## src/rtl/full_substractor.sv

```systemverilog
// Registered full subtractor: diff/borrow = a - b - B_in, built as a ripple
// chain of 1-bit full-subtractor cells feeding a single output register stage.
module full_substractor #(
  parameter int WIDTH = 1
) (
  input  logic             clk,
  input  logic             rst_n,
  input  logic [WIDTH-1:0] a,
  input  logic [WIDTH-1:0] b,
  input  logic             B_in,
  input  logic             in_valid,
  output logic [WIDTH-1:0] diff,
  output logic             borrow,
  output logic             out_valid
);

  // One full-subtractor cell: returns {borrow_out, difference_bit}.
  function automatic logic [1:0] fs_cell(input logic a_bit, input logic b_bit,
                                         input logic bin);
    logic d_bit;
    logic bout;
    d_bit  = a_bit ^ b_bit ^ bin;
    bout   = (~a_bit & b_bit) | (~(a_bit ^ b_bit) & bin);
    fs_cell = {bout, d_bit};
  endfunction

  logic [WIDTH:0]   borrow_chain;
  logic [WIDTH-1:0] diff_chain;

  logic [WIDTH-1:0] diff_p0;
  logic             borrow_p0;
  logic             vld_p0;

  // Ripple the borrow from the LSB cell (seeded by B_in) up to the MSB cell.
  always_comb begin
    borrow_chain    = '0;
    diff_chain      = '0;
    borrow_chain[0] = B_in;
    for (int i = 0; i < WIDTH; i++) begin
      {borrow_chain[i+1], diff_chain[i]} = fs_cell(a[i], b[i], borrow_chain[i]);
    end
  end

  // Stage p0: capture the chain result on a valid edge, otherwise hold it;
  // the valid flag is a one-cycle pulse per capture.
  always_ff @(posedge clk or negedge rst_n) begin
    if (!rst_n) begin
      diff_p0   <= '0;
      borrow_p0 <= 1'b0;
      vld_p0    <= 1'b0;
    end else begin
      vld_p0 <= in_valid;
      if (in_valid) begin
        diff_p0   <= diff_chain;
        borrow_p0 <= borrow_chain[WIDTH];
      end
    end
  end

  assign diff      = diff_p0;
  assign borrow    = borrow_p0;
  assign out_valid = vld_p0;

endmodule

```

## config.mk

```make
export PLATFORM = sky130hd
export DESIGN_NAME = full_substractor
export DESIGN_NICKNAME = d
export VERILOG_FILES = /design/src/rtl/full_substractor.sv
export SDC_FILE = /design/constraint.sdc
export NUM_CORES = 1
export LEC_CHECK = 0
export CORE_AREA = 8 8 45 47
export CTS_CLUSTER_DIAMETER = 30
export DETAILED_ROUTE_END_ITERATION = 7
export DIE_AREA = 0 0 53 55
export GPL_ROUTABILITY_DRIVEN = 0
export PLACE_DENSITY = 0.36
export SYNTH_ARGS = -nofsm -noshare
export SYNTH_HDL_FRONTEND = slang
export SYNTH_SLANG_ARGS = --single-unit
```

## constraint.sdc

```tcl
create_clock -name clk -period 0.9 [get_ports clk]
set_input_delay 0.09 -clock clk [delete_from_list [all_inputs] [get_ports clk]]
set_output_delay 0.09 -clock clk [all_outputs]
set_load 0.05 [all_outputs]
```

After elaboration in Yosys (flattened, before gate mapping) --
Cells that the tools add are included.
Cells by class: bitwise logic cells 7
Operator list (number):
- 1-bit AND | 2
- 1-bit NOT | 2
- 1-bit bitwise XOR | 2
- 1-bit OR | 1
Word-level totals: flip-flop bits (word level) 3, input port bits 6, word-level logic and storage cells 10

Depth between registers and ports, before layout --
depth after elaboration 4, gate-level depth with buffers 3

Worst setup path after synthesis --
No wires, ideal clock.
path kind register to register, start point register diff (netlist name), end point register diff_p0 (netlist: diff), library setup time 0.125 ns, arrival 0.869 ns, required time 0.775 ns, path slack -0.094 ns, stages on the path, launching flop included 2, buffers on the path 0, path through dfrtp_1 -> mux2_4
RTL lines:
- to (signal assigned) | line 54 | diff_p0 <= diff_chain;
- to (decl) | line 30 | logic [WIDTH-1:0] diff_p0;

Final worst setup path --
start point register diff_p0 (netlist: diff), end point output diff
RTL lines:
- to (decl) | line 12 | output logic [WIDTH-1:0] diff,
No word-level cell between the ends.

==> results.sh <==
export IMPL_status="completed"
export IMPL_globalRouteMet3Util_pct=3.21
export IMPL_met1_usage_pct=3.21
export IMPL_grt_use_total_pct=3.50
export IMPL_rsz0062_at_grt="yes"
export IMPL_post_dp_cell_area_um2=273
export IMPL_die_area_mm2=0.00292
export IMPL_avgRoutedWirePerCell_um=9.49
export IMPL_rows=14
export IMPL_core_mm2=0.00138
export IMPL_wl_um=370
export IMPL_final_util_pct=21.4
export IMPL_p_leak_nw=0.136
export IMPL_reg2regPathDepth=1
export IMPL_timing_rr_start="diff"
export IMPL_syn_area_per_cell_um2=14.0
export IMPL_p_sw_mw=0.178
export IMPL_max_slew_worst_pin_slew_ns=0.128
export IMPL_layout_drive_gt1_share_pct=60.9
export IMPL_root_buffer="clkbuf_4"
export IMPL_critPathCaptureType="output port"
export IMPL_synth_area_um2=126
export IMPL_grt_pass1_wl_um=607
export IMPL_viasPerCell=3.03
export IMPL_p_sw_share_pct=29.6
export IMPL_p_int_mw=0.423
export IMPL_ant_nets=0
export IMPL_use_met2_pct=3.13
export IMPL_crit_family="flip-flops"
export IMPL_antenna_found_initial=0
export IMPL_worstPathArrival_ns=0.80
export IMPL_ys_seq_area_share_pct=59.4
export IMPL_hold_violations=0
export IMPL_cts_buffers=3
export IMPL_layout_nets=31
export IMPL_area_delta_synth_final_pct=135
export IMPL_finalInstanceArea_um2=297
export IMPL_ios=9
export IMPL_via_count=118
export IMPL_clk_path_buf_depth=2
export IMPL_totalPowerFinal_mw=0.601
export IMPL_clockPowerShare_pct=39.8
export IMPL_maxCapViolCount=0
export IMPL_p_per_area_mw_per_mm2=2030
export IMPL_start_kind="flop"
export IMPL_die_width_um=53
export IMPL_grt_pass1_vias=145
export IMPL_cp_slowest_cell="dfrtp_2"
export IMPL_top_usage_layer="met4"
export IMPL_clock_skew_ns=0
export IMPL_period_share_pct=99.3
export IMPL_cts_sinks=3
export IMPL_r2r_slack_ns=0.10
export IMPL_synthDistinctLibCells=6
export IMPL_h_tree_depth=1
export IMPL_grt_max_degree=4
export IMPL_max_slew_margin_rel_pct=91.4
export IMPL_ys_seq_elements=3
export IMPL_hold_buffers=0
export IMPL_hp_class="primary input to async pin"
export IMPL_setup_viol=0
export IMPL_timing_setup_tns_ns=0
export IMPL_comb_power_share_pct=31.8
export IMPL_drtPass1Iterations=1
export IMPL_drtIter0Drc=0
export IMPL_start_util_pct=9.13
export IMPL_worst_path_max_fanout=2
export IMPL_layout_min_cycle_time_ns=0.894
export IMPL_slew_viol_final=0
export IMPL_synthesis_nets=16
export IMPL_cts_tree="yes"
export IMPL_diodes=0
export IMPL_critPathKind="flop to output port"
export IMPL_fin_hold_ws_ns=0.0320
export IMPL_critPathBufInv=1
export IMPL_worst_path_stages=1
export IMPL_numPortBuffers=8
export IMPL_grt_ovfl_total=0
export IMPL_synthCells=9
export IMPL_cts_clk_slew_worst_paths_ns=0.04
export IMPL_irDropWorstVdd_mv=0.319
export IMPL_n_fill_cell=154
export IMPL_slowest_delay_ns=0.42
export IMPL_timing_rr_end="diff"
export IMPL_clock_fmax_ghz=1.12
export IMPL_ys_warn_count=0
export IMPL_cp_required_ns=0.81
export IMPL_die_y_um=55
export IMPL_clock_latency_ns=0.23
export IMPL_path_cells="buf_12"
export IMPL_seqPwrFrac_pct=28.4
export IMPL_drc=0
==> metal layers <==
metal  up-vias  wire length, µm  part of all wire, %
li1         54                -                    -
met2        11              107                   29
met3         2               98                   26
met1        51              146                   39
met4         0               18                  4.9
met5         -                0                    0
==> cells in the mapped netlist <==
cell type	instances	area, µm²
a21oi_1	1	5.00
dfrtp_1	3	75.1
fa_1	1	20.0
inv_1	2	7.51
mux2_4	1	15.0
nor2_1	1	3.75
==> stage by stage <==
stage / setup slack [ns] / instances
after floorplan: -0.0331 / 9
after global placement: -0.638 / 34
after detailed placement: -0.657 / 34
after CTS: -0.00138 / 38
after global routing: -0.00917 / 39
final: 0.00600 / 39
==> area by class of cell <==
type / instances / area [µm²] / area share (%)
well taps: 16 / 20.0 / 6.75
flip-flops and latches: 3 / 76.3 / 25.7
repair buffers: 10 / 115 / 38.8
clock buffers: 4 / 26.3 / 8.86
multi-input cells: 4 / 43.8 / 14.8
inverters: 2 / 15.0 / 5.06
==> power groups by stage <==
stage	Clock [mW]	Combinational, mW	Sequential (mW)
floorplan	0	0.0266	0.221
global placement	0	0.189	0.173
global route	0.262	0.200	0.172
detailed placement	0	0.191	0.172
finish	0.239	0.191	0.171
CTS	0.252	0.187	0.171
==> timing repair <==
action,CTS,global route
setup buffers,0,1
endpoints found under the setup margin,3,3
pin swaps,1,1
gates resized for setup,10,0
==> sequential cells by signal, summed over array words and instances, names as in the netlist <==
name / cells
diff: 1
borrow: 1
out_valid: 1
==> cells in the final DEF (no fill, tap or decap), types with 2 or more instances in the layout <==
cell type	count
buf_2	2
buf_12	3
buf_4	2
dfrtp_1	2
clkdlybuf4s50_1	2
clkbuf_4	3
==> cell families after synthesis <==
| kind of cell | after synthesis | share of synthesized area, % |
|---|---|---|
| muxes | 1 | 11.9 |
| adders and majority gates | 1 | 15.8 |
| DFF | 3 | 59.4 |
| buffers and inverters | 2 | 5.94 |
| AOI/OAI and AO/OA | 1 | 3.96 |
| and+or+nand+nor | 1 | 2.97 |
==> worst max-delay path by stage <==
stage          startpoint   end
6_report             diff  diff
5_1_grt              diff  diff
4_1_cts              diff  diff
3_5_place_dp            b  diff
3_3_place_gp            b  diff
2_1_floorplan           b  diff
Power figures use the tool's default switching activity.
